**config.mk**
```make
export PLATFORM = sky130hd
export DESIGN_NAME = hamming_sec_decoder
export DESIGN_NICKNAME = d
export VERILOG_FILES = /design/src/rtl/hamming_sec_decoder.sv
export SDC_FILE = /design/constraint.sdc
export NUM_CORES = 1
export LEC_CHECK = 0
export ABC_AREA = 1
export BUFFER_PORTS_ARGS = -buffer_cell sky130_fd_sc_hd__buf_2
export CAP_MARGIN = 10
export CORE_MARGIN = 2
export CORE_UTILIZATION = 58
export CTS_BUF_LIST = sky130_fd_sc_hd__clkbuf_2
export CTS_CLUSTER_DIAMETER = 40
export DETAILED_ROUTE_END_ITERATION = 12
export GPL_ROUTABILITY_DRIVEN = 0
export HOLD_SLACK_MARGIN = 0.06
export PLACE_DENSITY_LB_ADDON = 0.12
export SKIP_CTS_REPAIR_TIMING = 1
export SYNTH_ARGS = -nofsm -noshare
export SYNTH_HDL_FRONTEND = slang
export SYNTH_SLANG_ARGS = --single-unit
```
**constraint.sdc**
```tcl
create_clock -name clk -period 1.7 [get_ports clk]
set_input_delay 0.425 -clock clk [delete_from_list [all_inputs] [get_ports clk]]
set_output_delay 0.425 -clock clk [all_outputs]
set_load 0.005 [all_outputs]
```
**src/rtl/hamming_sec_decoder.sv**
```systemverilog
// Two-stage valid/ready single-error-correcting decoder: 38-bit Hamming codeword in, 32-bit data out.
// Defining HAMDEC_ERR_LOG_EN adds a sticky first-error syndrome log (err_log_valid/err_log_syn/err_log_clr).
module hamming_sec_decoder #(
  parameter int CNT_W = 16
) (
  input  logic             clk,
  input  logic             rst_n,
  input  logic             in_valid,
  output logic             in_ready,
  input  logic [37:0]      code_in,
  output logic             out_valid,
  input  logic             out_ready,
  output logic [31:0]      data_out,
  output logic             err_corrected,
  output logic             err_uncorr,
  output logic [5:0]       syndrome_out,
  input  logic             cnt_clr,
  output logic [CNT_W-1:0] corr_cnt,
  output logic [CNT_W-1:0] uncorr_cnt
`ifdef HAMDEC_ERR_LOG_EN
  ,
  output logic             err_log_valid,
  output logic [5:0]       err_log_syn,
  input  logic             err_log_clr
`endif
);

  logic [5:0]       syn_term [38];
  logic [5:0]       syn_next;
  logic             s1_valid_reg;
  logic [37:0]      s1_code_reg;
  logic [5:0]       s1_syn_reg;
  logic [37:0]      flip_mask;
  logic [37:0]      corr_code;
  logic [31:0]      data_next;
  logic             corr_next;
  logic             uncorr_next;
  logic             out_valid_reg;
  logic [31:0]      data_out_reg;
  logic             err_corr_reg;
  logic             err_uncorr_reg;
  logic [5:0]       syndrome_reg;
  logic [CNT_W-1:0] corr_cnt_reg;
  logic [CNT_W-1:0] corr_cnt_next;
  logic [CNT_W-1:0] uncorr_cnt_reg;
  logic [CNT_W-1:0] uncorr_cnt_next;
  logic             adv2;
  logic             accept;
  logic             deliver;

  // Each set bit contributes its own Hamming position; the XOR of all of them is the syndrome.
  genvar gi;
  generate
    for (gi = 0; gi < 38; gi++) begin : g_syn
      assign syn_term[gi]  = code_in[gi] ? 6'(gi + 1) : 6'd0;
      assign flip_mask[gi] = (s1_syn_reg == 6'(gi + 1));
    end
  endgenerate

  always_comb begin
    syn_next = 6'd0;
    for (int i = 0; i < 38; i++) begin
      syn_next = syn_next ^ syn_term[i];
    end
  end

  assign adv2    = !out_valid_reg || out_ready;
  assign in_ready = !s1_valid_reg || adv2;
  assign accept  = in_valid && in_ready;
  assign deliver = out_valid_reg && out_ready;

  // Syndromes 39..63 match no mask bit, so the word passes through untouched.
  assign corr_code   = s1_code_reg ^ flip_mask;
  assign corr_next   = (s1_syn_reg != 6'd0) && (s1_syn_reg <= 6'd38);
  assign uncorr_next = (s1_syn_reg > 6'd38);
  assign data_next   = {corr_code[37:32], corr_code[30:16], corr_code[14:8],
                        corr_code[6:4], corr_code[2]};

  always_ff @(posedge clk or negedge rst_n) begin
    if (!rst_n) begin
      s1_valid_reg   <= 1'b0;
      s1_code_reg    <= '0;
      s1_syn_reg     <= '0;
      out_valid_reg  <= 1'b0;
      data_out_reg   <= '0;
      err_corr_reg   <= 1'b0;
      err_uncorr_reg <= 1'b0;
      syndrome_reg   <= '0;
    end else begin
      if (accept) begin
        s1_code_reg <= code_in;
        s1_syn_reg  <= syn_next;
      end
      s1_valid_reg <= accept || (s1_valid_reg && !adv2);
      if (adv2) begin
        out_valid_reg <= s1_valid_reg;
        if (s1_valid_reg) begin
          data_out_reg   <= data_next;
          err_corr_reg   <= corr_next;
          err_uncorr_reg <= uncorr_next;
          syndrome_reg   <= s1_syn_reg;
        end
      end
    end
  end

  // Saturating event counters; a clear beats a same-cycle increment.
  always_comb begin
    corr_cnt_next   = corr_cnt_reg;
    uncorr_cnt_next = uncorr_cnt_reg;
    if (cnt_clr) begin
      corr_cnt_next   = '0;
      uncorr_cnt_next = '0;
    end else if (deliver) begin
      if (err_corr_reg && !(&corr_cnt_reg)) begin
        corr_cnt_next = corr_cnt_reg + CNT_W'(1);
      end
      if (err_uncorr_reg && !(&uncorr_cnt_reg)) begin
        uncorr_cnt_next = uncorr_cnt_reg + CNT_W'(1);
      end
    end
  end

  always_ff @(posedge clk or negedge rst_n) begin
    if (!rst_n) begin
      corr_cnt_reg   <= '0;
      uncorr_cnt_reg <= '0;
    end else begin
      corr_cnt_reg   <= corr_cnt_next;
      uncorr_cnt_reg <= uncorr_cnt_next;
    end
  end

`ifdef HAMDEC_ERR_LOG_EN
  logic       log_valid_reg;
  logic [5:0] log_syn_reg;
  logic       log_capture;

  // A clear arriving with a new error leaves that error as the captured one.
  assign log_capture = deliver && (err_corr_reg || err_uncorr_reg) &&
                       (!log_valid_reg || err_log_clr);

  always_ff @(posedge clk or negedge rst_n) begin
    if (!rst_n) begin
      log_valid_reg <= 1'b0;
      log_syn_reg   <= '0;
    end else if (log_capture) begin
      log_valid_reg <= 1'b1;
      log_syn_reg   <= syndrome_reg;
    end else if (err_log_clr) begin
      log_valid_reg <= 1'b0;
      log_syn_reg   <= '0;
    end
  end

  assign err_log_valid = log_valid_reg;
  assign err_log_syn   = log_syn_reg;
`endif

  assign out_valid     = out_valid_reg;
  assign data_out      = data_out_reg;
  assign err_corrected = err_corr_reg;
  assign err_uncorr    = err_uncorr_reg;
  assign syndrome_out  = syndrome_reg;
  assign corr_cnt      = corr_cnt_reg;
  assign uncorr_cnt    = uncorr_cnt_reg;

endmodule

```
==> impl_metrics.xml <==
<?xml version="1.0" encoding="UTF-8"?>
<metrics>
  <group name="finish">
    <metric name="areaGrowthSynthToFinish" unit="%">24.4</metric>
    <metric name="mostFrequentLayoutCell" unit="">sky130_fd_sc_hd__nand2_1</metric>
    <metric name="finished_layout_cells" unit="">1191</metric>
    <metric name="final_net_count" unit="">1091</metric>
    <metric name="layout_common_cells" unit="">sky130_fd_sc_hd__nand2_1, sky130_fd_sc_hd__buf_2, sky130_fd_sc_hd__dfrtp_1</metric>
    <metric name="design_area" unit="sq mm">0.00822</metric>
    <metric name="fin_util" unit="%">74.9</metric>
    <metric name="fillers" unit="">862</metric>
    <metric name="share_of_post_route_cells_with_drive_strength_above_1" unit="%">23.0</metric>
  </group>
  <group name="run_status">
    <metric name="violations" unit="">setup timing</metric>
    <metric name="status" unit="">complete, but fails checks</metric>
  </group>
  <group name="cts">
    <metric name="clk_transition_reported_paths" unit="ns">0.28</metric>
    <metric name="clock-sinks" unit="">112</metric>
    <metric name="cts_max_path_buffers" unit="">2</metric>
    <metric name="tritoncts" unit="">yes</metric>
    <metric name="root_buffer" unit="">sky130_fd_sc_hd__clkbuf_2</metric>
    <metric name="worstSkewPairLatency" unit="ns">0.59</metric>
    <metric name="cts_buffers" unit="">9</metric>
    <metric name="htree_num_levels" unit="">3</metric>
  </group>
  <group name="die">
    <metric name="start_util" unit="%">60.2</metric>
    <metric name="die_w" unit="um">111</metric>
    <metric name="design.core.area" unit="sq mm">0.0110</metric>
    <metric name="dieArea" unit="sq mm">0.0123</metric>
    <metric name="floorplan.rows" unit="">38</metric>
    <metric name="ios" unit="">117</metric>
    <metric name="dieHeight" unit="um">111</metric>
  </group>
  <group name="placed_design">
    <metric name="place_worst_setup_slack" unit="ns">0.0200</metric>
    <metric name="place_area" unit="sq mm">0.00750</metric>
    <metric name="io_buffer_count" unit="">116</metric>
    <metric name="post-dp-hpwl" unit="um">12400</metric>
    <metric name="numPlacedInstances" unit="">1135</metric>
  </group>
  <group name="synthesis">
    <metric name="yosys.area.top_type" unit="">sky130_fd_sc_hd__dfrtp_1</metric>
    <metric name="ys_seq_area_share" unit="%">42.4</metric>
    <metric name="postSynthNetCount" unit="">924</metric>
    <metric name="synthesis.yosys.warnings" unit="">0</metric>
    <metric name="synth_cells" unit="">879</metric>
    <metric name="top_cell_type_s_share_of_synthesized_area" unit="%">42.4</metric>
    <metric name="synth_cell_types" unit="">32</metric>
    <metric name="avgSynthCellArea" unit="sq um">7.52</metric>
    <metric name="ys_top_cells_by_area" unit="">sky130_fd_sc_hd__dfrtp_1, sky130_fd_sc_hd__nand2_1, sky130_fd_sc_hd__xor2_1</metric>
    <metric name="synth_seq_cells" unit="">112</metric>
    <metric name="synth_area" unit="sq mm">0.00661</metric>
  </group>
  <group name="setup_path">
    <metric name="critPathMaxFanout" unit="">3</metric>
    <metric name="cp_slowest_stage_delay" unit="ns">0.48</metric>
    <metric name="cp-start-kind" unit="">register</metric>
    <metric name="cp_data_arrival_time" unit="ns">1.35</metric>
    <metric name="critical_path.cell_chain" unit="">nand3_2, buf_2</metric>
    <metric name="crit_type" unit="">reg2out</metric>
    <metric name="critPathRequiredTime" unit="ns">1.27</metric>
    <metric name="critical_path.slowest_cell" unit="">sky130_fd_sc_hd__dfrtp_1</metric>
    <metric name="critical_path.endpoint_type" unit="">output pin</metric>
  </group>
  <group name="global_routing">
    <metric name="grt_first_pass_wirelength" unit="um">27000</metric>
    <metric name="grt-busiest-layer" unit="">met2</metric>
    <metric name="grt.total_usage" unit="%">26.8</metric>
    <metric name="grt_antenna_before_repair" unit="">1</metric>
    <metric name="globalRouteMet3Util" unit="%">3.06</metric>
    <metric name="largest_net_degree_at_the_start_of_global_routing" unit="">60</metric>
    <metric name="vias_in_the_first_global_route" unit="">5677</metric>
    <metric name="met2_capacity_usage_during_global_routing" unit="%">43.8</metric>
    <metric name="groute.layer.met1.usage" unit="%">37.6</metric>
    <metric name="grt_remaining_overflow" unit="">0</metric>
  </group>
  <group name="route">
    <metric name="vias_per_cell" unit="">5.37</metric>
    <metric name="routed_wire_length_per_instance" unit="um">14.6</metric>
    <metric name="drt-initial-drc-count" unit="">684</metric>
    <metric name="drt_first_pass_iters" unit="">6</metric>
    <metric name="drt_drc_violations_left" unit="">0</metric>
    <metric name="final_antenna_net_count" unit="">0</metric>
    <metric name="detail_route.wirelength" unit="um">17400</metric>
    <metric name="vias_after_detailed_routing" unit="">6401</metric>
  </group>
  <group name="timing">
    <metric name="hold_slack" unit="ns">0.0880</metric>
    <metric name="fin_skew" unit="ns">0.0210</metric>
    <metric name="slew_headroom" unit="%">66.8</metric>
    <metric name="period_minus_slack" unit="ns">1.77</metric>
    <metric name="report.final.slew_viol_count" unit="">0</metric>
    <metric name="finalHoldViolations" unit="">0</metric>
    <metric name="worst-slew-pin-transition" unit="ns">0.497</metric>
    <metric name="setup_viol" unit="">11</metric>
    <metric name="finalWorstSetupSlack" unit="ns">-0.0716</metric>
    <metric name="clock.fmax" unit="MHz">564</metric>
    <metric name="grt_setup_unrepaired" unit="">true</metric>
    <metric name="finalCritPeriodShare" unit="%">104</metric>
    <metric name="tns" unit="ns">-0.246</metric>
  </group>
  <group name="run">
    <metric name="maxcap_viol_count" unit="">0</metric>
  </group>
  <group name="pwr">
    <metric name="power_density" unit="mW/mm^2">878</metric>
    <metric name="fin_total_pwr" unit="mW">7.22</metric>
    <metric name="max-vdd-ir-drop" unit="mV">0.515</metric>
    <metric name="cellLeakagePower" unit="nW">4.27</metric>
  </group>
  <group name="worst_hold_path">
    <metric name="worst_hold_path_type" unit="">in2reg</metric>
  </group>
</metrics>
[kinds of logic after synthesis]
kind of cell | count (synthesis) | synth area share [%]
AND/OR/NAND/NOR | 456 | 29.8
flip-flops | 112 | 42.4
adder cells (fa/ha/maj) | 2 | 0.379
buffers and inverters | 123 | 7.56
AO/OA/AOI/OAI | 92 | 7.37
XOR/XNOR | 94 | 12.5
[per-layer routing]
metal / wire (um) / share of wire, % / vias up
met3: 950 / 5.5 / 50
li1: - / - / 3148
met5: 0 / 0 / -
met4: 489 / 2.8 / 0
met1: 7720 / 44 / 2941
met2: 8230 / 47 / 262
[synthesized netlist by cell type]
library cell / number
sky130_fd_sc_hd__clkbuf_2: 1
sky130_fd_sc_hd__o21ai_0: 62
sky130_fd_sc_hd__xnor2_1: 26
sky130_fd_sc_hd__nand4_1: 21
sky130_fd_sc_hd__buf_4: 1
sky130_fd_sc_hd__clkinv_2: 1
sky130_fd_sc_hd__xor2_1: 68
sky130_fd_sc_hd__nor4_1: 1
sky130_fd_sc_hd__nand2_2: 3
sky130_fd_sc_hd__clkbuf_1: 13
sky130_fd_sc_hd__o31ai_1: 8
sky130_fd_sc_hd__nand3_1: 91
sky130_fd_sc_hd__inv_1: 89
sky130_fd_sc_hd__buf_1: 1
sky130_fd_sc_hd__nor3_1: 10
sky130_fd_sc_hd__a21oi_1: 4
sky130_fd_sc_hd__nand2_1: 287
sky130_fd_sc_hd__nor3_2: 3
sky130_fd_sc_hd__nor2_1: 28
sky130_fd_sc_hd__ha_1: 2
sky130_fd_sc_hd__buf_6: 2
sky130_fd_sc_hd__o21ai_2: 1
sky130_fd_sc_hd__buf_2: 13
sky130_fd_sc_hd__o211ai_1: 1
sky130_fd_sc_hd__inv_2: 1
sky130_fd_sc_hd__nor4_2: 1
sky130_fd_sc_hd__clkinv_1: 1
sky130_fd_sc_hd__nor2_2: 6
sky130_fd_sc_hd__o21ai_1: 16
sky130_fd_sc_hd__nand3b_1: 4
sky130_fd_sc_hd__nor3_4: 1
sky130_fd_sc_hd__dfrtp_1: 112
[power by group]
part	internal [mW]	switching [mW]	total [mW]
clock network	0.632	0.827	1.46
registers	3.11	0.356	3.46
logic	0.921	1.37	2.30
total	4.66	2.56	7.22
[final cells by class]
type,count,area (sq um),share of cell area (%)
well taps,140,175,2.13
clock inverters,4,93.8,1.14
repair buffers,186,1300,15.9
clock buffers,11,55.1,0.670
flip-flops and latches,112,2820,34.3
inverters,92,350,4.26
multi-input cells,645,3420,41.7
diodes,1,2.50,0.0304
[path summary, 6_finish.rpt]
path                              from             end  slack, ns  cells after the start
setup / recovery             out_valid        in_ready      -0.07                      2
hold / removal              code_in[9]  s1_code_reg[9]       0.09                      3
setup reg to reg           corr_cnt[4]    corr_cnt[13]       0.03                      9
hold reg to reg            data_out[7]     data_out[7]       0.52                      2
max in group asynchronous        rst_n     corr_cnt[5]       0.91                      3
min in group asynchronous        rst_n     data_out[2]       0.23                      2
[critical path: cells and delay by family (launching register included)]
kind	cells	cell delay [ns]
and+or+nand+nor	1	0.13
buffers and inverters	1	0.15
DFF	1	0.48
Power figures use the tool's default switching activity.
